**src/rtl/seq_detect_param.sv**
```systemverilog
// Runtime-configurable serial bit-pattern detector with registered match flag,
// overlap/non-overlap modes and a saturating match counter.
module seq_detect_param #(
  parameter int unsigned        MAX_LEN     = 8,
  parameter int unsigned        LEN_W       = 4,
  parameter int unsigned        CNT_W       = 8,
  parameter logic [MAX_LEN-1:0] DEF_PATTERN = 8'b0000_1011,
  parameter logic [LEN_W-1:0]   DEF_LEN     = 4'd4,
  parameter logic               DEF_OVERLAP = 1'b1
) (
  input  logic               clk,
  input  logic               rst,
  input  logic               din_valid,
  input  logic               din,
  input  logic               cfg_load,
  input  logic [MAX_LEN-1:0] cfg_pattern,
  input  logic [LEN_W-1:0]   cfg_len,
  input  logic               cfg_overlap,
  input  logic               count_clr,
  output logic               match,
  output logic [CNT_W-1:0]   match_count,
  output logic [LEN_W-1:0]   cur_len
);

  logic [MAX_LEN-1:0] r_pattern;
  logic [LEN_W-1:0]   r_len;
  logic               r_overlap;
  logic [MAX_LEN-1:0] r_hist;
  logic [LEN_W-1:0]   r_fill;
  logic               r_match;
  logic [CNT_W-1:0]   r_count;

  logic [MAX_LEN-1:0] w_pattern_n;
  logic [LEN_W-1:0]   w_len_n;
  logic               w_overlap_n;
  logic [MAX_LEN-1:0] w_hist_n;
  logic [LEN_W-1:0]   w_fill_n;
  logic               w_match_n;
  logic [CNT_W-1:0]   w_count_n;

  logic [MAX_LEN-1:0] w_mask;
  logic [MAX_LEN-1:0] w_hist_sh;
  logic [LEN_W-1:0]   w_fill_inc;
  logic               w_cmp;
  logic               w_accept;
  logic               w_hit;

  always_comb begin
    // Only the low len bits of history/pattern take part in the compare.
    w_mask = '0;
    for (int unsigned i = 0; i < MAX_LEN; i++) begin
      w_mask[i] = (i < 32'(r_len));
    end

    w_hist_sh  = {r_hist[MAX_LEN-2:0], din};
    w_fill_inc = (r_fill >= LEN_W'(MAX_LEN)) ? LEN_W'(MAX_LEN) : r_fill + LEN_W'(1);
    w_cmp      = (((w_hist_sh ^ r_pattern) & w_mask) == '0);
    w_accept   = din_valid & ~cfg_load;
    w_hit      = w_accept && (r_len != '0) && (w_fill_inc >= r_len) && w_cmp;

    w_pattern_n = r_pattern;
    w_len_n     = r_len;
    w_overlap_n = r_overlap;
    w_hist_n    = r_hist;
    w_fill_n    = r_fill;
    w_match_n   = 1'b0;

    if (cfg_load) begin
      w_pattern_n = cfg_pattern;
      w_len_n     = (cfg_len > LEN_W'(MAX_LEN)) ? LEN_W'(MAX_LEN) : cfg_len;
      w_overlap_n = cfg_overlap;
      w_hist_n    = '0;
      w_fill_n    = '0;
    end else if (din_valid) begin
      w_hist_n  = w_hist_sh;
      // Non-overlap restarts the fill count so the next hit needs len fresh bits.
      w_fill_n  = (w_hit && !r_overlap) ? '0 : w_fill_inc;
      w_match_n = w_hit;
    end

    w_count_n = r_count;
    if (count_clr) begin
      w_count_n = '0;
    end else if (w_hit && (r_count != '1)) begin
      w_count_n = r_count + CNT_W'(1);
    end
  end

  always_ff @(posedge clk or posedge rst) begin
    if (rst) begin
      r_pattern <= DEF_PATTERN;
      r_len     <= DEF_LEN;
      r_overlap <= DEF_OVERLAP;
      r_hist    <= '0;
      r_fill    <= '0;
      r_match   <= 1'b0;
      r_count   <= '0;
    end else begin
      r_pattern <= w_pattern_n;
      r_len     <= w_len_n;
      r_overlap <= w_overlap_n;
      r_hist    <= w_hist_n;
      r_fill    <= w_fill_n;
      r_match   <= w_match_n;
      r_count   <= w_count_n;
    end
  end

  assign match       = r_match;
  assign match_count = r_count;
  assign cur_len     = r_len;

endmodule

```
**config.mk**
```make
export PLATFORM = sky130hd
export DESIGN_NAME = seq_detect_param
export DESIGN_NICKNAME = d
export VERILOG_FILES = /design/src/rtl/seq_detect_param.sv
export SDC_FILE = /design/constraint.sdc
export NUM_CORES = 1
export LEC_CHECK = 0
export BUFFER_PORTS_ARGS = -buffer_cell sky130_fd_sc_hd__buf_4
export CORE_MARGIN = 5
export CORE_UTILIZATION = 43
export DETAILED_ROUTE_END_ITERATION = 8
export PLACE_DENSITY = 0.72
export SLEW_MARGIN = 15
export SYNTH_ARGS = -nofsm -noshare
export SYNTH_HDL_FRONTEND = slang
export SYNTH_SLANG_ARGS = --single-unit
```
**constraint.sdc**
```tcl
create_clock -name clk -period 7.4 [get_ports clk]
set_input_delay 1.11 -clock clk [delete_from_list [all_inputs] [get_ports clk]]
set_output_delay 1.11 -clock clk [all_outputs]
set_load 0.01 [all_outputs]
```
==> results of run 1 <==
-- path summary, 6_finish.rpt --
| kind | end | cells past startpoint |
|---|---|---|
| max | match_count[6]$_DFFE_PP0P_ | 6 |
| max reg2reg | r_fill[2]$_DFFE_PP0P_ | 7 |
| min | r_pattern[6]$_DFFE_PP0P_ | 1 |
| min in group asynchronous | r_hist[3]$_DFFE_PP0P_ | 3 |
| min reg2reg | r_pattern[6]$_DFFE_PP0P_ | 1 |
| max in group asynchronous | r_overlap$_DFFE_PP1P_ | 3 |
-- registers in the layout (all words and copies together), names as in the netlist --
signal       count
cur_len          4
r_hist           7
match_count      8
r_fill           4
r_pattern        8
match            1
r_overlap        1
-- metal layers --
metal | part of all wire | track usage | vias up
li1 | - | - | 638
met1 | 0.45 | 0.1845 | 631
met2 | 0.45 | 0.2254 | 41
met3 | 0.077 | 0.05405 | 10
met4 | 0.024 | 0.06324 | 0
met5 | 0 | 0 | -
-- area by class of cell --
class | count | area, µm²
inverters | 8 | 30.03
fillers | 359 | 1862
repair buffers | 32 | 240.2
well taps | 50 | 62.56
flip-flops and latches | 33 | 832.0
clock buffers | 8 | 80.08
multi-input cells | 115 | 893.4
-- placed cells by master, fill, tap and decap left out, types with 2 or more instances in the layout --
cell                       count
sky130_fd_sc_hd__or2_2         2
sky130_fd_sc_hd__a31o_2        2
sky130_fd_sc_hd__nand2_1       6
sky130_fd_sc_hd__mux2_2       15
sky130_fd_sc_hd__o32ai_1       2
sky130_fd_sc_hd__o22ai_1       3
sky130_fd_sc_hd__clkbuf_1      3
sky130_fd_sc_hd__buf_4        32
sky130_fd_sc_hd__inv_1         8
sky130_fd_sc_hd__and3_1        2
sky130_fd_sc_hd__nor2_1       17
sky130_fd_sc_hd__xor2_1        8
sky130_fd_sc_hd__nor2b_1       7
sky130_fd_sc_hd__ha_1          7
sky130_fd_sc_hd__nand2b_1      4
sky130_fd_sc_hd__nand3_1       3
sky130_fd_sc_hd__dfrtp_1      28
sky130_fd_sc_hd__mux2i_1       8
sky130_fd_sc_hd__nor4_1        3
sky130_fd_sc_hd__dfstp_2       5
sky130_fd_sc_hd__nor4b_1       3
sky130_fd_sc_hd__or3b_2        2
sky130_fd_sc_hd__clkbuf_8      5
sky130_fd_sc_hd__nor3_1        2
-- kinds of logic after synthesis --
kind of cell             after synthesis  synth area share
multiplexers                          23            0.1403
flip-flops                            33            0.4690
buffers and inverters                 13           0.02750
AO/OA/AOI/OAI                         20           0.09591
AND/OR/NAND/NOR                       56            0.1735
XOR/XNOR                               9           0.04443
adder cells (fa/ha/maj)                7           0.04936
-- synth_stat cells (2+ instances only) --
cell and number:
sky130_fd_sc_hd__nand2b_1 4, sky130_fd_sc_hd__xor2_1 8, sky130_fd_sc_hd__mux2_2 15, sky130_fd_sc_hd__nor4b_1 3, sky130_fd_sc_hd__o22ai_1 3, sky130_fd_sc_hd__or3b_2 2, sky130_fd_sc_hd__nor3_1 2, sky130_fd_sc_hd__o32ai_1 2
sky130_fd_sc_hd__nor2b_1 7, sky130_fd_sc_hd__mux2i_1 8, sky130_fd_sc_hd__nor2_1 17, sky130_fd_sc_hd__inv_1 8, sky130_fd_sc_hd__dfrtp_1 28, sky130_fd_sc_hd__and3_1 2, sky130_fd_sc_hd__nand2_1 6, sky130_fd_sc_hd__a31o_2 2
sky130_fd_sc_hd__or2_2 2, sky130_fd_sc_hd__clkbuf_1 4, sky130_fd_sc_hd__dfstp_2 5, sky130_fd_sc_hd__nand3_1 3, sky130_fd_sc_hd__nor4_1 3, sky130_fd_sc_hd__ha_1 7
-- power by group through the flow --
stage / sequential (W) / clock (W) / combinational (W)
after floorplan: 0.000201 / 0 / 0.0000367
after global placement: 0.000202 / 0 / 0.0000545
after detailed placement: 0.000203 / 0 / 0.0000564
after CTS: 0.000200 / 0.000133 / 0.0000566
after global routing: 0.000201 / 0.000141 / 0.0000622
final: 0.000200 / 0.000129 / 0.0000562
-- through the flow --
stage | instances | hold slack, ns | total power (W) | util | cell area [µm²]
2_1_floorplan | 161 | 0.5011 | 0.0002380 | - | 1774
5_1_grt | 246 | 0.5597 | 0.0004041 | 0.5346 | 2138
4_1_cts | 246 | 0.5376 | 0.0003900 | 0.5346 | 2138
3_3_place_gp | 238 | 0.5161 | 0.0002569 | 0.5145 | 2058
3_5_place_dp | 238 | 0.5232 | 0.0002595 | 0.5145 | 2058
6_report | 246 | 0.5356 | 0.0003848 | 0.5346 | 2138
==> load_flow_metrics.sql, run 1 <==
INSERT INTO impl_metrics (metric_group, metric, value, unit) VALUES
('setup_path', 'crit_chain', 'buf_4, or2b_2, a311oi_1, o2111ai_2, or4_1, a211oi_1', ''),
('place', 'place.port_buffers', '31', ''),
('clock_network', 'worstSkewPairLatency', '0.28', 'ns'),
('sta', 'skew', '0.004389', 'ns'),
('global_route', 'globalRoute.totalOverflow', '0', ''),
('sta', 'tightest_slew', '0.7701', 'ns'),
('layout', 'design.final.nets', '221', ''),
('synth', 'synthesis.nets', '187', ''),
('global_route', 'vias_in_the_first_global_route', '1291', ''),
('sta', 'final-setup-viol-count', '0', ''),
('route', 'dr_total_vias', '1320', ''),
('route', 'drtAntennaViolNets', '0', ''),
('clock_network', 'clk_pin_slew_worst_paths', '0.06', 'ns'),
('global_route', 'grt_start_max_net_pins', '34', ''),
('synth', 'synth_top_area_cell', 'sky130_fd_sc_hd__dfrtp_1', ''),
('synth', 'netlist.area_leader.share', '0.3949', ''),
('route', 'totalWireLength', '3.610', 'mm'),
('floorplanning', 'start_util', '0.4435', ''),
('route', 'detail_route.drc_violations', '0', ''),
('setup_path', 'critical_path.max_fanout', '29', ''),
('setup_path', 'timing.critical_path.arrival', '3.11', 'ns'),
('synth', 'post_synth.cell_area_avg', '11.02', 'µm²'),
('power', 'power.ir.vdd_worst', '0.00006806', 'V'),
('setup_path', 'critical_path.max_stage_delay', '0.55', 'ns'),
('power', 'power_frac_comb', '0.146', ''),
('floorplanning', 'design.die.area', '5511', 'µm²'),
('place', 'place_hpwl', '2.624', 'mm'),
('route', 'drt_first_iter_violations', '134', ''),
('synth', 'synth.area.top_cells', 'sky130_fd_sc_hd__dfrtp_1, sky130_fd_sc_hd__mux2_2, sky130_fd_sc_hd__dfstp_2', ''),
('setup_path', 'worst_setup_path_startpoint', 'cfg_load', ''),
('power', 'power.share.clock', '0.335', ''),
('clock_network', 'cts_tree', 'yes', ''),
('route', 'detailedRoute.firstPassIterationCount', '4', ''),
('clock_network', 'cts_num_sinks', '33', ''),
('setup_path', 'worst-r2r-setup-slack', '4.59', 'ns'),
('status', 'status', 'completed', ''),
('setup_path', 'worst_setup_path_start_kind', 'input port', ''),
('global_route', 'antenna_found_initial', '0', ''),
('power', 'power_switching_share', '0.2582', ''),
('sta', 'unrepaired_setup_endpoints_after_global_routing', 'no', ''),
('place', 'placement.setup.worst_slack', '4.148', 'ns'),
('setup_path', 'timing.critical_path.max_delay_family', 'simple AND/OR/NAND/NOR gates', ''),
('floorplanning', 'core.rowCount', '23', ''),
('sta', 'timing_max_transition_violations_final', '0', ''),
('clock_network', 'cts-root-to-sink-buffers', '2', ''),
('synth', 'synth_cell_types', '42', ''),
('clock_network', 'number_of_clock_buffers_inserted_by_tritoncts', '5', ''),
('route', 'route.detailed.vias_per_inst', '5.366', ''),
('power', 'pwr-share-seq', '0.519', ''),
('clock_network', 'cts-htree-levels', '2', ''),
('setup_path', 'crit_path_end_kind', 'register', ''),
('sta', 'final.setup.worst_slack', '4.478', 'ns'),
('place', 'globalplace.congestion', '0.8072', ''),
('synth', 'yosys_register_bits', '33', ''),
('floorplanning', 'coreArea', '4000', 'µm²'),
('sta', 'fmax', '342.2', 'MHz'),
('layout', 'layout_cell_share_with_drive_strength_beyond_1', '0.3418', ''),
('power', 'power_per_cell_area', '180.0', 'nW/µm²'),
('hold_path', 'timing.hold.worst.start', 'r_pattern[6]$_DFFE_PP0P_', ''),
('power', 'power.internal', '0.0002855', 'W'),
('sta', 'finalWorstPathRequiredPeriod', '2.922', 'ns'),
('synth', 'synthesis.yosys.warnings', '0', ''),
('setup_path', 'critical_path.n_buffers_inverters', '1', ''),
('clock_network', 'holdBufCountCts', '0', ''),
('setup_path', 'critPathKind', 'input port to register', ''),
('synth', 'post_synth_edffs', '0', ''),
('clock_network', 'root_buffer', 'sky130_fd_sc_hd__clkbuf_8', ''),
('global_route', 'first_pass_grt_wire_length', '6.023', 'mm'),
('sta', 'sum_of_negative_setup_slack', '0', 'ns'),
('setup_path', 'worstPathRequired', '7.59', 'ns'),
('layout', 'layout-area-overhead-vs-synth', '20.52', '%');
(Power assumes the default switching activity.)
==> run 2, diff against run 1 <==
clock period = 3.1 ns   (was 7.4 ns; I/O delays follow)
==> run 2 against run 1 <==
Effect of this change:
- register-to-register slack got worse by 4.1 ns
- utilization increased by 0.44 points
- sequential power increased by 140%
- first-iteration DRC count decreased by 3.7%
- power increased by 150%
- cell count increased by 0.41%
- clock power increased to 2.6 times the previous value
- highest routed layer unchanged
==> load_flow_metrics.sql, run 2 (same netlist as run 1, synthesis figures left out) <==
INSERT INTO impl_metrics (metric_group, metric, value, unit) VALUES
('status', 'status', 'completed', ''),
('route', 'detailedRoute.firstPassIterationCount', '6', ''),
('setup_path', 'crit_end', 'match_count[7]$_DFFE_PP0P_', ''),
('layout', 'post-route-util', '0.5389', ''),
('setup_path', 'regToRegStartpoint', 'cur_len[2]$_DFFE_PP1P_', ''),
('setup_path', 'crit_chain', 'or3b_2, a221oi_2, o2111ai_2, nor4_1, mux2_2', ''),
('place', 'globalplace.congestion', '0.7830', ''),
('place', 'place_hpwl', '2.858', 'mm'),
('sta', 'maxSlewHeadroom', '0.6583', ''),
('sta', 'final_cycle_share', '0.8435', ''),
('setup_path', 'critPathKind', 'register to register', ''),
('clock_network', 'worstSkewPairLatency', '0.29', 'ns'),
('sta', 'hold_viol_final', '0', ''),
('clock_network', 'cts-root-to-sink-buffers', '2', ''),
('global_route', 'first_pass_grt_wire_length', '6.651', 'mm'),
('floorplanning', 'core.rowCount', '23', ''),
('layout', 'design.final.nets', '222', ''),
('layout', 'diodes', '0', ''),
('route', 'drtAntennaViolNets', '0', ''),
('route', 'routed_wire_length_per_instance', '15.72', 'µm'),
('sta', 'final.setup.worst_slack', '0.4852', 'ns'),
('sta', 'sum_of_negative_setup_slack', '0', 'ns'),
('floorplanning', 'io_pins', '32', ''),
('sta', 'tightest_slew', '0.5087', 'ns'),
('sta', 'finalWorstPathRequiredPeriod', '2.615', 'ns'),
('setup_path', 'timing.rr.end', 'match_count[7]$_DFFE_PP0P_', ''),
('layout', 'final_design_area_no_fill', '2156', 'µm²'),
('route', 'dr_total_vias', '1348', ''),
('route', 'detail_route.drc_violations', '0', ''),
('sta', 'final-setup-viol-count', '0', ''),
('route', 'route.detailed.vias_per_inst', '5.457', ''),
('floorplanning', 'die-height', '74.24', 'µm'),
('setup_path', 'crit_path_end_kind', 'register', ''),
('global_route', 'grt_start_max_net_pins', '34', ''),
('job', 'max_cap_violations', '0', ''),
('layout', 'layout_cell_share_with_drive_strength_beyond_1', '0.3503', ''),
('floorplanning', 'design.die.area', '5511', 'µm²'),
('route', 'totalWireLength', '3.883', 'mm'),
('clock_network', 'cts_tree', 'yes', ''),
('place', 'place.port_buffers', '31', ''),
('power', 'power.ir.vdd_worst', '0.0001883', 'V'),
('place', 'placement.setup.worst_slack', '0.4459', 'ns'),
('sta', 'timing_max_transition_violations_final', '0', ''),
('setup_path', 'timing.critical_path.arrival', '2.78', 'ns'),
('floorplanning', 'coreArea', '4000', 'µm²'),
('layout', 'fillCellCount', '367', ''),
('global_route', 'grt_use_total', '0.1584', ''),
('clock_network', 'root_buffer', 'sky130_fd_sc_hd__clkbuf_8', ''),
('global_route', 'antenna_found_initial', '0', ''),
('clock_network', 'cts-htree-levels', '2', ''),
('setup_path', 'worst_setup_path_start_kind', 'register', ''),
('hold_path', 'worstHoldPathType', 'input port to async pin', ''),
('sta', 'fmax', '382.4', 'MHz'),
('clock_network', 'cts_resizes', '0', ''),
('clock_network', 'clk_pin_slew_worst_paths', '0.07', 'ns'),
('setup_path', 'critical_path.n_buffers_inverters', '0', ''),
('power', 'total_leakage_power', '1.011', 'nW'),
('sta', 'skew', '0.008597', 'ns'),
('clock_network', 'post-cts-setup-buffer-count', '0', ''),
('clock_network', 'cts_num_sinks', '33', ''),
('setup_path', 'worstPathRequired', '3.27', 'ns'),
('place', 'placedInstanceArea', '2066', 'µm²'),
('setup_path', 'worst-r2r-setup-slack', '0.49', 'ns'),
('clock_network', 'number_of_clock_buffers_inserted_by_tritoncts', '5', ''),
('global_route', 'globalRoute.totalOverflow', '0', ''),
('setup_path', 'critical_path_depth', '5', ''),
('floorplanning', 'fp.dieW', '74.24', 'µm'),
('setup_path', 'worst_setup_path_startpoint', 'cur_len[2]$_DFFE_PP1P_', ''),
('setup_path', 'critical_path.max_stage_delay', '0.60', 'ns'),
('place', 'place.detailed.instances', '239', ''),
('sta', 'unrepaired_setup_endpoints_after_global_routing', 'no', ''),
('route', 'drt_first_iter_violations', '129', ''),
('setup_path', 'worst_r2r_path_depth', '5', ''),
('global_route', 'vias_in_the_first_global_route', '1412', ''),
('layout', 'layout.cells.most_common_list', 'sky130_fd_sc_hd__buf_4, sky130_fd_sc_hd__dfrtp_1, sky130_fd_sc_hd__nor2_1', ''),
('setup_path', 'timing.critical_path.max_delay_family', 'simple AND/OR/NAND/NOR gates', ''),
('layout', 'final_common_cell', 'sky130_fd_sc_hd__buf_4', ''),
('clock_network', 'holdBufCountCts', '0', ''),
('power', 'power_per_cell_area', '440.7', 'nW/µm²'),
('layout', 'layout-area-overhead-vs-synth', '21.51', '%'),
('setup_path', 'critical_path.max_fanout', '10', ''),
('layout', 'stdcell_count', '247', ''),
('floorplanning', 'start_util', '0.4435', ''),
('setup_path', 'cp_slowest_cell', 'sky130_fd_sc_hd__dfstp_2', '');
run 2: changes by cell type in the layout (fill, tap and decap cells not counted), sizes merged:
cell	delta
buf	+1
run 2: tightest hold or removal path, stage by stage:
cell,delay [ns]
sky130_fd_sc_hd__buf_4,0.10
sky130_fd_sc_hd__inv_1,0.04
sky130_fd_sc_hd__buf_4,0.37
run 2: area by class of cell:
cell class	count	area (µm²)	area share
clock buffers	8	90.09	0.04179
inverters	8	30.03	0.01393
multi-input cells	115	893.4	0.4144
flip-flops and latches	33	832.0	0.3860
well taps	50	62.56	0.02902
repair buffers	33	247.7	0.1149
run 2: per-stage QoR:
step / power [W] / hold WS [ns]
3_5_place_dp: 0.0006267 / 0.5257
6_report: 0.0009500 / 0.2633
4_1_cts: 0.0009591 / 0.2781
2_1_floorplan: 0.0005682 / 0.5011
5_1_grt: 0.0009983 / 0.3040
3_3_place_gp: 0.0006173 / 0.5123
run 2: power breakdown:
group | total (W) | leakage, nW | switching (W) | internal [W]
clock network | 0.000332 | 0.0455 | 0.000151 | 0.000181
registers | 0.000476 | 0.426 | 0.0000205 | 0.000456
logic | 0.000142 | 0.539 | 0.0000717 | 0.0000700
total | 0.000950 | 1.01 | 0.000243 | 0.000707
run 2: how the worst min path moves through the flow:
stage                                  start                        to  slack, ns
floorplan           r_pattern[7]$_DFFE_PP0P_  r_pattern[7]$_DFFE_PP0P_       0.50
global placement    r_pattern[7]$_DFFE_PP0P_  r_pattern[7]$_DFFE_PP0P_       0.51
detailed placement  r_pattern[7]$_DFFE_PP0P_  r_pattern[7]$_DFFE_PP0P_       0.53
CTS                                      rst  r_pattern[4]$_DFFE_PP0P_       0.28
global route                             rst  r_pattern[4]$_DFFE_PP0P_       0.30
finish                                   rst  r_pattern[4]$_DFFE_PP0P_       0.26
run 2: per-layer routing:
layer,track usage,share of wire
met5,0,0
met4,0.07510,0.022
met3,0.04324,0.060
met2,0.2490,0.49
met1,0.2031,0.43
